**config.mk**
```make
export PLATFORM = sky130hd
export DESIGN_NAME = regfile_write_ctrl
export DESIGN_NICKNAME = d
export VERILOG_FILES = /design/src/rtl/regfile_ctrl_pkg.sv /design/src/rtl/regfile_init_seq.sv /design/src/rtl/regfile_write_ctrl.sv
export SDC_FILE = /design/constraint.sdc
export NUM_CORES = 1
export LEC_CHECK = 0
export ABC_AREA = 0
export CAP_MARGIN = 0
export CORE_MARGIN = 5
export CORE_UTILIZATION = 31
export DETAILED_ROUTE_END_ITERATION = 10
export PLACE_DENSITY = 0.87
export SLEW_MARGIN = 15
export SYNTH_ARGS = -nofsm -noshare
export SYNTH_HDL_FRONTEND = slang
export SYNTH_SLANG_ARGS = --single-unit
```
**constraint.sdc**
```tcl
create_clock -name clk -period 4.4 [get_ports clk]
set_clock_uncertainty 0.15 [all_clocks]
set_input_delay 1.32 -clock clk [delete_from_list [all_inputs] [get_ports clk]]
set_output_delay 1.32 -clock clk [all_outputs]
set_load 0.1 [all_outputs]
```
**src/rtl/regfile_ctrl_pkg.sv**
```systemverilog
// Shared definitions for the register-file write-port controller.
// Widths default to the 32x32 register file's geometry.
package regfile_ctrl_pkg;

    localparam int ADDR_W_DEF = 5;
    localparam int DATA_W_DEF = 32;

    typedef enum logic [1:0] {
        ST_INIT  = 2'd0,
        ST_RUN   = 2'd1,
        ST_STALL = 2'd2
    } ctrl_state_t;

    // A limit of 2 still needs a 1-bit counter.
    function automatic int starveWidth(input int limit);
        return (limit > 2) ? $clog2(limit) : 1;
    endfunction

endpackage

```
**src/rtl/regfile_init_seq.sv**
```systemverilog
// Clear sequencer: walks an address counter from 0 to NREGS-1 once after reset
// and then raises a registered done flag.
module regfile_init_seq
    import regfile_ctrl_pkg::*;
#(
    parameter int ADDR_W = ADDR_W_DEF,
    parameter int NREGS  = 2 ** ADDR_W_DEF
) (
    input  logic              clk,
    input  logic              reset,
    output logic [ADDR_W-1:0] o_cnt,
    output logic              o_last,
    output logic              o_done
);

    logic [ADDR_W-1:0] r_cnt;
    logic              r_done;
    logic              w_last;

    assign w_last = !r_done && (r_cnt == ADDR_W'(NREGS - 1));

    always_ff @(posedge clk or posedge reset) begin
        if (reset) begin
            r_cnt  <= '0;
            r_done <= 1'b0;
        end else if (!r_done) begin
            if (w_last) begin
                r_done <= 1'b1;
            end else begin
                r_cnt <= r_cnt + 1'b1;
            end
        end
    end

    assign o_cnt  = r_cnt;
    assign o_last = w_last;
    assign o_done = r_done;

endmodule

```
**src/rtl/regfile_write_ctrl.sv**
```systemverilog
// Write-port sequencer/arbiter for the register file: clears all registers after
// reset, then shares the port between core writeback and a valid/ready debug port.
module regfile_write_ctrl
    import regfile_ctrl_pkg::*;
#(
    parameter int                ADDR_W       = ADDR_W_DEF,
    parameter int                DATA_W       = DATA_W_DEF,
    parameter int                NREGS        = 2 ** ADDR_W,
    parameter logic [DATA_W-1:0] INIT_VALUE   = '0,
    parameter int                STARVE_LIMIT = 8
) (
    input  logic              clk,
    input  logic              reset,
    input  logic              cpu_we,
    input  logic [ADDR_W-1:0] cpu_a3,
    input  logic [DATA_W-1:0] cpu_wd3,
    input  logic              dbg_valid,
    input  logic [ADDR_W-1:0] dbg_addr,
    input  logic [DATA_W-1:0] dbg_data,
    output logic              dbg_ready,
    output logic              rf_we,
    output logic [ADDR_W-1:0] rf_a3,
    output logic [DATA_W-1:0] rf_wd3,
    output logic              init_done,
    output logic              stall_req
);

    localparam int SW = starveWidth(STARVE_LIMIT);

    ctrl_state_t       r_state;
    logic [SW-1:0]     r_starve_cnt;
    logic              r_stall_req;

    logic [ADDR_W-1:0] w_init_cnt;
    logic              w_init_last;
    logic              w_init_done;
    logic              w_dbg_blocked;

    regfile_init_seq #(
        .ADDR_W (ADDR_W),
        .NREGS  (NREGS)
    ) u_init_seq (
        .clk    (clk),
        .reset  (reset),
        .o_cnt  (w_init_cnt),
        .o_last (w_init_last),
        .o_done (w_init_done)
    );

    assign w_dbg_blocked = cpu_we && dbg_valid;

    // STALL always lasts one cycle: either the debug write lands or the
    // requester dropped valid, and in both cases the core gets the port back.
    always_ff @(posedge clk or posedge reset) begin
        if (reset) begin
            r_state      <= ST_INIT;
            r_starve_cnt <= '0;
            r_stall_req  <= 1'b0;
        end else begin
            case (r_state)
                ST_INIT: begin
                    r_starve_cnt <= '0;
                    r_stall_req  <= 1'b0;
                    if (w_init_last) begin
                        r_state <= ST_RUN;
                    end
                end
                ST_RUN: begin
                    if (w_dbg_blocked) begin
                        if (r_starve_cnt == SW'(STARVE_LIMIT - 1)) begin
                            r_state      <= ST_STALL;
                            r_stall_req  <= 1'b1;
                            r_starve_cnt <= '0;
                        end else begin
                            r_starve_cnt <= r_starve_cnt + 1'b1;
                        end
                    end else begin
                        r_starve_cnt <= '0;
                    end
                end
                ST_STALL: begin
                    r_state      <= ST_RUN;
                    r_stall_req  <= 1'b0;
                    r_starve_cnt <= '0;
                end
                default: begin
                    r_state      <= ST_INIT;
                    r_starve_cnt <= '0;
                    r_stall_req  <= 1'b0;
                end
            endcase
        end
    end

    // Register 0 is hard-wired zero, so outside the clear sequence any write
    // aimed at it is suppressed while a debug handshake still completes.
    always_comb begin
        rf_we     = 1'b0;
        rf_a3     = dbg_addr;
        rf_wd3    = dbg_data;
        dbg_ready = 1'b0;
        case (r_state)
            ST_INIT: begin
                rf_we  = 1'b1;
                rf_a3  = w_init_cnt;
                rf_wd3 = INIT_VALUE;
            end
            ST_RUN: begin
                if (cpu_we) begin
                    rf_we  = (cpu_a3 != '0);
                    rf_a3  = cpu_a3;
                    rf_wd3 = cpu_wd3;
                end else begin
                    dbg_ready = 1'b1;
                    rf_we     = dbg_valid && (dbg_addr != '0);
                end
            end
            ST_STALL: begin
                dbg_ready = 1'b1;
                rf_we     = dbg_valid && (dbg_addr != '0);
            end
            default: begin
                rf_we = 1'b0;
            end
        endcase
        if (reset) begin
            rf_we     = 1'b0;
            dbg_ready = 1'b0;
        end
    end

    assign init_done = w_init_done;
    assign stall_req = r_stall_req;

endmodule

```
# Yosys cells after proc, flatten, opt, wreduce, memory -nomap -nowiden
# Index checks and enable logic that the tools add are counted.
totals:
  reg_bits: 12
  inputBits: 78
  output_inout_bits: 41
  word_cells: 48
classes:
  n_addsub: 2
  eq_ne: 7
  n_mux: 22
  n_bitwise: 2
  reduce_logical: 10
op_table:
  columns: ["cell", "n"]
  rows:
  - ["one-hot mux 32 bit (2 select lines)", 1]
  - ["two-way mux 32 bit", 1]
  - ["one-hot mux 5 bit (2 select lines)", 1]
  - ["nonzero test 5 bit", 2]
  - ["two-way mux 1 bit", 9]
  - ["two-way mux 3 bit", 3]
  - ["two-way mux 2 bit", 3]
  - ["one-hot mux 2 bit (3 select lines)", 1]
  - ["adder 5 x 1 -> 5 bit (second input constant)", 1]
  - ["== test 5 bit (second input constant)", 1]
  - ["two-way mux 5 bit", 1]
  - ["inequality test 2 bit (second input constant)", 2]
  - ["AND reduction 2 bit", 2]
  - ["adder 3 x 1 -> 3 bit (second input constant)", 1]
  - ["== test 3 bit (second input constant)", 1]
  - ["logical AND 1 bit", 3]
  - ["one-hot mux 1 bit (3 select lines)", 1]
  - ["AND reduction 3 bit", 1]
  - ["== test 2 x 1 -> 1 bit (second input constant)", 1]
  - ["== test 2 bit (second input constant)", 1]
  - ["zero test 2 bit", 1]
  - ["inequality test 2 x 1 -> 1 bit (second input constant)", 1]
  - ["inverter 1 bit", 2]
  - ["one-hot mux 1 bit (2 select lines)", 1]
  - ["zero test 1 bit", 1]

# Longest topological paths before layout
# Gate-level depths: netlist of run 1.
depth:
  depth_word: 5
  depth_mapped: 7
  ltp_nobuf: 6

# Cells and area by module
# Synthesis of run 1 repeated with hierarchy kept, for this count alone.
hier_totals:
  hier_cells: 119
  area_unflattened_um2: 1147.4
modules_own_cells:
  columns: ["module", "instances", "cells_per_inst", "area_each_um2", "seq_area_each_um2"]
  rows:
  - ["regfile_write_ctrl", 1, 99, 875.8, 150.1]
  - ["regfile_init_seq", 1, 20, 271.5, 150.1]

# Worst setup path before layout of run 1
# Ideal clock, no wire load.
synth_path:
  kind: "in2out"
  start: "input port cpu_we"
  end: "output port rf_we"
  t_arrival_ps: 3893
  t_required_ps: 2930
  slack_ps: -963
  path_stages: 4
  n_path_buf: 1
  path_cell_list: "buf_6 > inv_1 > a21oi_1 > o32ai_1"
synth_between:
  elab_chain_len: 3
synth_lines:
  columns: ["item", "line_no", "text"]
  rows:
  - ["start, declared", "regfile_write_ctrl.sv:14", "input logic cpu_we,"]
  - ["two-way mux 1 bit", "regfile_write_ctrl.sv:109", "if (cpu_we) begin"]
  - ["one-hot mux 1 bit (3 select lines)", "regfile_write_ctrl.sv:102", "case (r_state)"]
  - ["two-way mux 1 bit", "regfile_write_ctrl.sv:126", "if (reset) begin"]
  - ["end, declared", "regfile_write_ctrl.sv:21", "output logic rf_we,"]
# No other way between the ends.

# Final worst setup path of run 1
layout_path:
  start: "input port cpu_a3[4]"
  end: "output port rf_we"
layout_between:
  elab_chain_len: 4
layout_lines:
  columns: ["item", "line_no", "text"]
  rows:
  - ["start, declared", "regfile_write_ctrl.sv:15", "input logic [ADDR_W-1:0] cpu_a3,"]
  - ["nonzero test 5 bit", "regfile_write_ctrl.sv:110", "rf_we = (cpu_a3 != '0);"]
  - ["two-way mux 1 bit", "regfile_write_ctrl.sv:109", null]
  - ["one-hot mux 1 bit (3 select lines)", "regfile_write_ctrl.sv:102", null]
  - ["two-way mux 1 bit", "regfile_write_ctrl.sv:126", null]
# No other way between the ends.

==> impl_metrics.env, run 1 <==
export IMPL_status="finished clean"
export IMPL_fp_dieArea_um2=4950
export IMPL_chipWidth_um=70.4
export IMPL_numPortBuffers=118
export IMPL_crit_arrival_ns=2.78
export IMPL_dp_hpwl_um=4580
export IMPL_post_route_min_period_ns=4.25
export IMPL_synth_area_um2=1130
export IMPL_insertion_delay_ns=0.24
export IMPL_dpl_cell_area_um2=2750
export IMPL_routedWlPerCell_um=19.3
export IMPL_hold_ws_ns=0.325
export IMPL_n_antenna_cell=0
export IMPL_num_vias=1485
export IMPL_slew_headroom_pct=35.2
export IMPL_vdd_drop_max_mv=0.629
export IMPL_fin_ws_ns=0.148
export IMPL_synth_cells=118
export IMPL_synth_edf_count=0
export IMPL_r2r_end="u_init_seq.o_cnt[1]"
export IMPL_synth_top_area_share_pct=26.6
export IMPL_postCtsHoldBufs=0
export IMPL_netlist_top_cells_area="dfrtp_1 27%, a22o_1 25%, ha_1 8.9%"
export IMPL_total_power_uw=2170
export IMPL_post_route_period_util_pct=96.6
export IMPL_wirelength_um=5450
export IMPL_initial_core_util_pct=31.3
export IMPL_synth_common_cells="32 x a22o_1, 12 x dfrtp_1, 8 x ha_1"
export IMPL_synth_xor_area_share_pct=2.33
export IMPL_drt_iter0_markers=47
export IMPL_hold_viol=0
export IMPL_clock_path_buffers=2
export IMPL_reg2reg_depth=5
export IMPL_grt_overflow=0
export IMPL_async_flop_share_pct=100
export IMPL_nets=321
export IMPL_grt_pass1_vias=1515
export IMPL_start_kind="input pin"
export IMPL_routabilityCongestion=0.882
export IMPL_p_leak_uw=0.00121
export IMPL_h_tree_depth=1
export IMPL_cellPowerDensity_nw_per_um2=775
export IMPL_antenna_found_initial=0
export IMPL_core_area_um2=3610
export IMPL_tightest_slew_ns=0.969
export IMPL_synth_fa_ha_area_share_pct=8.86
export IMPL_cts_tree="built"
export IMPL_die_h_um=70.4
export IMPL_numCtsBuffers=3
export IMPL_cap_violations=0
export IMPL_fmax_mhz=235
export IMPL_design_area_um2=2800
export IMPL_synth_nets=204
export IMPL_synth_most_common_cell="a22o_1"
export IMPL_synth_top_family_by_area="compound AO/OA/AOI/OAI gates"
export IMPL_ys_seq_area_share_pct=26.6
export IMPL_dr_pass1_iters=4
export IMPL_cp_max_fo=2
export IMPL_slew_violations=0
export IMPL_tns_ns=0
export IMPL_synth_ff_type="dfrtp_1"
export IMPL_ys_warn_count=0
export IMPL_hold_class="flip-flop to flip-flop"
export IMPL_postCtsResizedCells=0
export IMPL_yosysTopAreaCell="dfrtp_1"
export IMPL_ant_nets=0
export IMPL_pre_cts_ws_ns=0.158
export IMPL_area_growth_pct=148
export IMPL_grt_pass1_wl_um=8470
export IMPL_drc=0
export IMPL_grt_max_degree=33
export IMPL_post_cts_buffers=0
export IMPL_endpoint="rf_we"
export IMPL_finalSetupViolCount=0
export IMPL_grt_use_total_pct=21.3
export IMPL_synth_seq_cells=12
export IMPL_critical_path_class="input pin to output pin"
export IMPL_crit_path_start="cpu_a3[4]"
export IMPL_clk_pin_slew_ns=0.05
export IMPL_crit_required_ns=2.93
export IMPL_clock_sinks=12
export IMPL_cts_root_buffer="clkbuf_8"
export IMPL_worst_setup_path_end_kind="output pin"
export IMPL_yosysUniqueCellTypes=28
export IMPL_drive_gt1_share_pct=22.2
export IMPL_synth_compound_area_share_pct=36.8
export IMPL_avgSynthCellArea_um2=9.57
export IMPL_r2r_slack_ns=2.35
export IMPL_via_per_inst=5.27
export IMPL_rsz0062_at_grt="false"
export IMPL_boundaryPins=119
export IMPL_r2r_start="u_init_seq.o_cnt[0]"
export IMPL_rows=22
export IMPL_synthMuxAreaShare_pct=7.31
export IMPL_synth_simple_gate_area_share_pct=9.19
-- layout by cell type (no fill, tap or decap) --
cell / netlist / final
a21o_1: 1 / 1
a21oi_1: 4 / 4
a21oi_4: 1 / 1
a22o_1: 32 / 32
a22oi_1: 6 / 6
and2_4: 1 / 1
and3_1: 3 / 3
buf_12: 0 / 41
buf_4: 0 / 1
clkbuf_8: 0 / 4
clkdlybuf4s50_1: 0 / 79
dfrtp_1: 12 / 12
ha_1: 8 / 8
inv_1: 7 / 7
mux2_2: 2 / 2
mux2i_1: 6 / 6
nand2_1: 3 / 3
nand2b_1: 1 / 1
nand3_1: 1 / 1
nand4_1: 1 / 1
nor2_1: 4 / 4
nor3_1: 2 / 2
nor3b_2: 0 / 1
o21ai_0: 6 / 1
o21ai_1: 0 / 5
o21bai_1: 1 / 1
o32ai_2: 0 / 1
or4_1: 2 / 2
xnor2_1: 2 / 2
xor2_1: 1 / 1
-- cell type report --
cell class              instances  area [um^2]
multi-input cells              90          741
well taps                      48         60.1
flip-flops and latches         12          300
repair buffers                121         1620
inverters                       7         26.3
fillers                       226          805
clock buffers                   4         55.1
-- worst min path at each step --
stage	from	cells after the start	to
after global routing	r_starve_cnt[0]	1	r_starve_cnt[0]
after detailed placement	r_starve_cnt[0]	1	r_starve_cnt[0]
after global placement	r_starve_cnt[0]	1	r_starve_cnt[0]
final	r_starve_cnt[0]	1	r_starve_cnt[0]
after CTS	r_starve_cnt[0]	1	r_starve_cnt[0]
after floorplan	r_starve_cnt[0]	1	r_starve_cnt[0]
-- worst max-delay path, cell delays in order --
cell and delay (ns):
clkdlybuf4s50_1 0.44, or4_1 0.51, nor3_1 0.19, o32ai_2 0.13, buf_12 0.18
-- registers in the layout, summed over array words and instances (netlist names) --
name,cells
r_starve_cnt,3
r_state,2
stall_req,1
u_init_seq.o_cnt,5
u_init_seq.o_done,1
-- power by group --
group / switching (uW) / leakage [uW] / total (uW) / internal [uW]
sequential: 4.75 / 0.000131 / 122 / 117
combinational: 1250 / 0.00105 / 1930 / 677
clock: 39.3 / 0.0000288 / 118 / 78.9
-- cells by family after synthesis --
| logic type | Yosys count |
|---|---|
| AO/OA/AOI/OAI | 52 |
| AND/OR/NAND/NOR | 19 |
| buffers and inverters | 16 |
| flip-flops | 12 |
| multiplexers | 8 |
| adder cells (fa/ha/maj) | 8 |
| XOR/XNOR | 3 |
-- metrics by stage --
stage	instances	util, %
finish	282	77.7
global route	282	77.7
CTS	282	77.7
detailed placement	278	76.2
global placement	278	76.2
floorplan	118	-
-- routing by layer --
metal,GRT usage [%],vias to the layer above,share of wire [%]
met5,0,-,0
met4,2.55,0,0.73
met3,4.60,6,7.2
met2,40.6,82,53
met1,24.6,704,39
li1,-,693,-
Note: power is estimated with default switching activity, not from simulation.
==> run 2: changes to the inputs <==
--- a/config.mk
+++ b/config.mk
@@ -10,8 +10,10 @@
 export CORE_MARGIN = 5
 export CORE_UTILIZATION = 31
 export DETAILED_ROUTE_END_ITERATION = 10
-export PLACE_DENSITY = 0.87
-export SLEW_MARGIN = 15
+export HOLD_SLACK_MARGIN = 0.12
+export PLACE_DENSITY = 0.86
+export SLEW_MARGIN = 20
 export SYNTH_ARGS = -nofsm -noshare
 export SYNTH_HDL_FRONTEND = slang
+export SYNTH_HIERARCHICAL = 1
 export SYNTH_SLANG_ARGS = --single-unit
==> run 2 against run 1 <==
  * Sequential share of layout area is 0.062 points lower
  * Sequential power hardly changed
  * Core utilization is 0.14 points lower
  * Non-clock buffer count is 1 higher
  * Global-route usage is 0.057 points lower
  * Combinational power is 17% higher
  * Maximum frequency hardly changed
  * Routed wire length is 1.6% lower
  * Area after synthesis is 1.6% higher
  * Clock power hardly changed
  * Worst hold slack worse by 0.030 ns
  * Final area is 0.58% higher
  * Critical path type unchanged
==> impl_metrics.env, run 2 <==
export IMPL_status="finished clean"
export IMPL_slew_violations=0
export IMPL_slew_headroom_pct=34.9
export IMPL_synth_top_area_share_pct=26.2
export IMPL_grt_pass1_wl_um=8420
export IMPL_avgSynthCellArea_um2=9.64
export IMPL_p_leak_uw=0.00121
export IMPL_dp_hpwl_um=4520
export IMPL_antenna_found_initial=0
export IMPL_filler_cell_count=232
export IMPL_critical_path_class="input pin to output pin"
export IMPL_yosysUniqueCellTypes=28
export IMPL_rsz0062_at_grt="false"
export IMPL_start_kind="input pin"
export IMPL_cts_tree="built"
export IMPL_p_clk_share_pct=4.8
export IMPL_fin_util_pct=77.5
export IMPL_reg2reg_depth=5
export IMPL_cp_max_fo=32
export IMPL_power_frac_seq_pct=4.9
export IMPL_path_buf_inv=3
export IMPL_post_route_period_util_pct=96.6
export IMPL_ant_nets=0
export IMPL_slowest_delay_ns=0.48
export IMPL_post_route_min_period_ns=4.25
export IMPL_async_flop_share_pct=100
export IMPL_insertion_delay_ns=0.24
export IMPL_p_int_uw=984
export IMPL_area_growth_pct=146
export IMPL_crit_chain="clkdlybuf4s50_1, and2_4, buf_4, a22o_1, buf_12"
export IMPL_crit_arrival_ns=2.78
export IMPL_numCtsBuffers=3
export IMPL_tightest_slew_ns=0.973
export IMPL_final_cell_mix="79 x clkdlybuf4s50_1, 40 x buf_12, 32 x a22o_1"
export IMPL_synth_area_um2=1150
export IMPL_n_antenna_cell=0
export IMPL_hold_class="flip-flop to flip-flop"
export IMPL_vdd_drop_max_mv=0.657
export IMPL_wirelength_um=5360
export IMPL_drt_iter0_markers=76
export IMPL_grt_use_total_pct=21.3
export IMPL_cellPowerDensity_nw_per_um2=885
export IMPL_hold_ws_ns=0.295
export IMPL_post_cts_buffers=0
export IMPL_design_area_um2=2820
export IMPL_largest_reg_flops=5
export IMPL_netSwitchingPower_uw=1510
export IMPL_routabilityCongestion=0.874
export IMPL_routedWlPerCell_um=18.9
export IMPL_ys_warn_count=6
export IMPL_cts_root_buffer="clkbuf_8"
export IMPL_clock_path_buffers=2
export IMPL_synth_ff_type="dfrtp_1"
export IMPL_core_area_um2=3630
export IMPL_nets=323
export IMPL_slowest_stage="clkdlybuf4s50_1"
export IMPL_grt_max_degree=33
export IMPL_p_sw_share_pct=60.5
export IMPL_crit_required_ns=2.93
export IMPL_dr_pass1_iters=4
export IMPL_boundaryPins=119
export IMPL_drive_gt1_share_pct=23.7
export IMPL_worst_setup_path_end_kind="output pin"
export IMPL_synth_nets=205
export IMPL_synth_edf_count=0
export IMPL_grt_overflow=0
export IMPL_tns_ns=0
export IMPL_comb_power_share_pct=90.3
export IMPL_synth_seq_cells=12
export IMPL_clk_pin_slew_ns=0.05
export IMPL_worstHoldPathCells=1
export IMPL_initial_core_util_pct=31.6
export IMPL_h_tree_depth=1
export IMPL_grt_pass1_vias=1494
export IMPL_synth_most_common_cell="a22o_1"
export IMPL_netlist_top_cells_area="dfrtp_1 26%, a22o_1 24%, ha_1 8.7%"
export IMPL_chipWidth_um=70.8
export IMPL_rows=22
export IMPL_synth_cells=119
export IMPL_dpl_cell_area_um2=2760
export IMPL_die_h_um=70.8
export IMPL_finalSetupViolCount=0
export IMPL_ys_seq_area_share_pct=26.2
export IMPL_drc=0
export IMPL_cp_top_family="buffers and inverters"
export IMPL_num_vias=1484
export IMPL_synth_common_cells="32 x a22o_1, 12 x dfrtp_1, 8 x ha_1, 8 x inv_1, 7 x o21ai_0"
export IMPL_total_power_uw=2490
export IMPL_fmax_mhz=235
export IMPL_layout_commonest_cell="clkdlybuf4s50_1"
export IMPL_via_per_inst=5.23
export IMPL_critical_path_depth=5
export IMPL_yosysTopAreaCell="dfrtp_1"
export IMPL_cap_violations=0
export IMPL_hold_viol=0
export IMPL_fp_dieArea_um2=5020
export IMPL_numPortBuffers=118
export IMPL_clock_sinks=12
-- run 2: kinds of logic after synthesis --
| kind of cell | count (synthesis) | synth area share (%) |
|---|---|---|
| muxes | 8 | 7.20 |
| xor gates and xnor gates | 3 | 2.29 |
| and+or+nand+nor | 20 | 10.8 |
| AOI/OAI and AO/OA | 51 | 35.6 |
| buffers and inverters | 17 | 9.27 |
| adders and majority gates | 8 | 8.72 |
| DFF | 12 | 26.2 |
-- run 2: final cells by class --
cell class,instances,area (um^2),area share [%]
flip-flops and latches,12,300,10.7
inverters,8,30.0,1.07
clock buffers,4,55.1,1.95
well taps,48,60.1,2.13
repair buffers,122,1610,57.3
multi-input cells,90,758,26.9
-- run 2: stage by stage --
| step | setup slack [ns] | std cells |
|---|---|---|
| 3_5_place_dp | 0.0945 | 280 |
| 2_1_floorplan | 0.0301 | 119 |
| 4_1_cts | 0.0889 | 284 |
| 5_1_grt | 0.0993 | 284 |
| 3_3_place_gp | 0.178 | 280 |
| 6_report | 0.149 | 284 |
-- run 2: final timing paths --
path / start / endpoint / slack [ns]
hold / removal: r_starve_cnt[0] / r_starve_cnt[0] / 0.30
setup reg to reg: u_init_seq/o_cnt[0] / u_init_seq/o_cnt[4] / 2.47
min in group asynchronous: reset / r_starve_cnt[1] / 1.29
max in group asynchronous: reset / u_init_seq/o_cnt[3] / 2.62
hold reg to reg: r_starve_cnt[0] / r_starve_cnt[0] / 0.30
setup / recovery: cpu_we / rf_wd3[17] / 0.15
-- run 2: power groups by stage --
stage,clock [uW],sequential (uW),combinational [uW]
finish,119,123,2250
global route,127,124,2310
CTS,123,123,2260
detailed placement,0,125,2250
global placement,0,124,2240
floorplan,0,123,1440
-- run 2: what timing repair did --
action	in CTS	in global routing
gates resized for setup	0	1
hold buffers	0	0
endpoints found under the hold margin	0	0
endpoints found under the setup margin	0	1
-- run 2: per-layer routing --
layer  global-route usage [%]  part of all wire (%)  up-vias
li1                         -                     -      691
met1                     26.9                    39      705
met2                     37.3                    51       81
met3                     3.98                   8.2        7
met4                     5.01                   1.7        0
met5                        0                     0        -
==> run 3: changes to the inputs <==
--- a/config.mk
+++ b/config.mk
@@ -8,11 +8,11 @@
 export ABC_AREA = 0
 export CAP_MARGIN = 0
 export CORE_MARGIN = 5
-export CORE_UTILIZATION = 31
+export CORE_UTILIZATION = 26
 export DETAILED_ROUTE_END_ITERATION = 10
 export HOLD_SLACK_MARGIN = 0.12
-export PLACE_DENSITY = 0.86
-export SLEW_MARGIN = 20
+export PLACE_DENSITY = 0.77
+export SLEW_MARGIN = 5
 export SYNTH_ARGS = -nofsm -noshare
 export SYNTH_HDL_FRONTEND = slang
 export SYNTH_HIERARCHICAL = 1
==> constraint.sdc (replaced) <==
create_clock -name clk -period 3.7 [get_ports clk]
set_clock_uncertainty 0.15 [all_clocks]
set_input_delay 1.11 -clock clk [delete_from_list [all_inputs] [get_ports clk]]
set_output_delay 1.11 -clock clk [all_outputs]
set_load 0.1 [all_outputs]
==> run 3 against run 2 <==
  * Routed wire length is 11% higher
  * Combinational power is 28% higher
  * Sequential share of layout area is 0.91 points lower
  * Largest cell class unchanged
  * Via count is 3.1% higher
==> impl_metrics.env, run 3 (same netlist as run 2, synthesis figures left out) <==
export IMPL_critical_path_class="input pin to output pin"
export IMPL_start_kind="input pin"
export IMPL_r2r_start="u_init_seq/o_cnt[0]"
export IMPL_grt_max_degree=19
export IMPL_fin_ws_ns=0.0256
export IMPL_reg2reg_depth=7
export IMPL_p_clk_share_pct=4.5
export IMPL_tightest_slew_ns=0.589
export IMPL_drive_gt1_share_pct=44.8
export IMPL_worstHoldPathCells=1
export IMPL_top_layer="met4"
export IMPL_die_h_um=76.4
export IMPL_clock_path_buffers=2
export IMPL_drt_iter0_markers=62
export IMPL_multi_input_area_um2=866
export IMPL_hp_start="r_starve_cnt[0]"
export IMPL_cellPowerDensity_nw_per_um2=1020
export IMPL_numCtsBuffers=3
export IMPL_nets=337
export IMPL_grt_overflow=0
export IMPL_largest_reg_flops=5
export IMPL_wl_met2_um=3120
export IMPL_dp_hpwl_um=4610
export IMPL_via_per_inst=5.07
export IMPL_routedWlPerCell_um=19.7
export IMPL_fp_dieArea_um2=5840
export IMPL_r2r_slack_ns=1.78
export IMPL_crit_arrival_ns=2.41
export IMPL_grt_pass1_wl_um=9330
export IMPL_drt_met1_wl_um=2400
export IMPL_power_frac_seq_pct=4.6
export IMPL_num_vias=1530
export IMPL_cts_tree="built"
export IMPL_chipWidth_um=76.4
export IMPL_fmax_mhz=272
export IMPL_hold_class="flip-flop to flip-flop"
export IMPL_r2r_end="r_state[1]"
export IMPL_grt_use_total_pct=19.7
export IMPL_ant_nets=0
export IMPL_insertion_delay_ns=0.24
export IMPL_tns_ns=0
export IMPL_initial_core_util_pct=26.5
export IMPL_routabilityCongestion=0.764
export IMPL_vdd_drop_max_mv=0.480
export IMPL_clock_sinks=12
export IMPL_netSwitchingPower_uw=1860
export IMPL_crit_required_ns=2.44
export IMPL_h_tree_depth=1
export IMPL_wirelength_um=5960
export IMPL_min_to="r_starve_cnt[0]"
export IMPL_total_power_uw=3150
export IMPL_dr_pass1_iters=4
export IMPL_hold_viol=0
export IMPL_cap_violations=0
export IMPL_antenna_found_initial=0
export IMPL_cp_max_fo=2
export IMPL_p_sw_share_pct=58.8
export IMPL_filler_cell_count=301
export IMPL_final_cell_mix="69 x clkdlybuf4s50_1, 41 x buf_12, 32 x a22o_2"
export IMPL_grt_pass1_vias=1594
export IMPL_slew_violations=0
export IMPL_cts_root_buffer="clkbuf_8"
export IMPL_p_leak_uw=0.00135
export IMPL_core_area_um2=4320
export IMPL_slew_headroom_pct=60.7
export IMPL_met3_length_um=413
export IMPL_post_route_period_util_pct=99.3
export IMPL_numPortBuffers=118
export IMPL_p_int_uw=1300
export IMPL_postCtsHoldBufs=0
export IMPL_post_route_min_period_ns=3.67
export IMPL_finalSetupViolCount=0
export IMPL_rows=24
export IMPL_drc=0
export IMPL_n_antenna_cell=0
export IMPL_boundaryPins=119
export IMPL_pre_cts_ws_ns=-0.374
export IMPL_clk_pin_slew_ns=0.05
export IMPL_rsz0062_at_grt="false"
export IMPL_status="finished clean"
export IMPL_layout_commonest_cell="clkdlybuf4s50_1"
export IMPL_worst_setup_path_end_kind="output pin"
export IMPL_comb_power_share_pct=90.9
export IMPL_area_growth_pct=168
export IMPL_seq_area_um2=300
## run 3: changes by cell type in the layout (fill, tap and decap cells not counted), moves of 2 or more
cell,change
o21ai_1,-4
buf_4,+11
o21ai_2,+5
clkdlybuf4s50_1,-10
a22o_1,-32
or4_1,-2
bufbuf_16,+2
or4_4,+2
dlygate4sd2_1,+8
a22o_2,+32
## run 3: area by class of cell
| cell class | instances | area share (%) |
|---|---|---|
| Timing Repair Buffer | 135 | 57.3 |
| Multi-Input combinational cell | 91 | 28.1 |
| Sequential cell | 12 | 9.75 |
| Tap cell | 52 | 2.11 |
| Clock buffer | 4 | 1.79 |
| Inverter | 8 | 0.975 |
## run 3: worst max path at each step
stage / from / endpoint / slack [ns] / cells past startpoint
6_report: dbg_addr[3] / rf_we / 0.03 / 5
5_1_grt: dbg_addr[3] / rf_we / 0.006 / 5
4_1_cts: dbg_addr[3] / rf_we / 0.005 / 5
3_5_place_dp: cpu_we / rf_wd3[1] / -0.37 / 5
3_3_place_gp: cpu_we / rf_wd3[15] / -0.36 / 5
2_1_floorplan: cpu_we / rf_we / -0.25 / 4
## run 3: layer usage
layer	global-route usage [%]	vias up
met1	24.2	717
met4	3.15	0
met3	3.78	5
met2	35.8	77
met5	0	-
li1	-	731
## run 3: power by group through the flow
| stage | Sequential (uW) | Combinational [uW] | Clock [uW] |
|---|---|---|---|
| 2_1_floorplan | 147 | 1770 | 0 |
| 3_3_place_gp | 147 | 2700 | 0 |
| 3_5_place_dp | 148 | 2720 | 0 |
| 4_1_cts | 146 | 2870 | 146 |
| 5_1_grt | 146 | 2940 | 151 |
| 6_report | 146 | 2870 | 141 |
## run 3: what timing repair did
| action | 4_1_cts | 5_1_grt |
|---|---|---|
| setup buffers | 4 | 0 |
| setup endpoints to repair | 33 | 1 |
| resized for setup | 21 | 0 |
| gates cloned | 3 | 0 |
| pin swaps | 5 | 2 |
## run 3: critical path, stage by stage
cell,delay [ns]
clkdlybuf4s50_1,0.44
or4_4,0.45
nor2_4,0.12
o32ai_4,0.11
buf_12,0.18
## run 3: stage by stage
step	utilization, %	std cells	hold slack (ns)	instance area [um^2]
CTS	71.2	302	0.291	3080
detailed placement	66.1	291	0.275	2860
floorplan	-	119	0.262	1220
global placement	66.1	291	0.271	2860
finish	71.2	302	0.287	3080
global route	71.2	302	0.300	3080
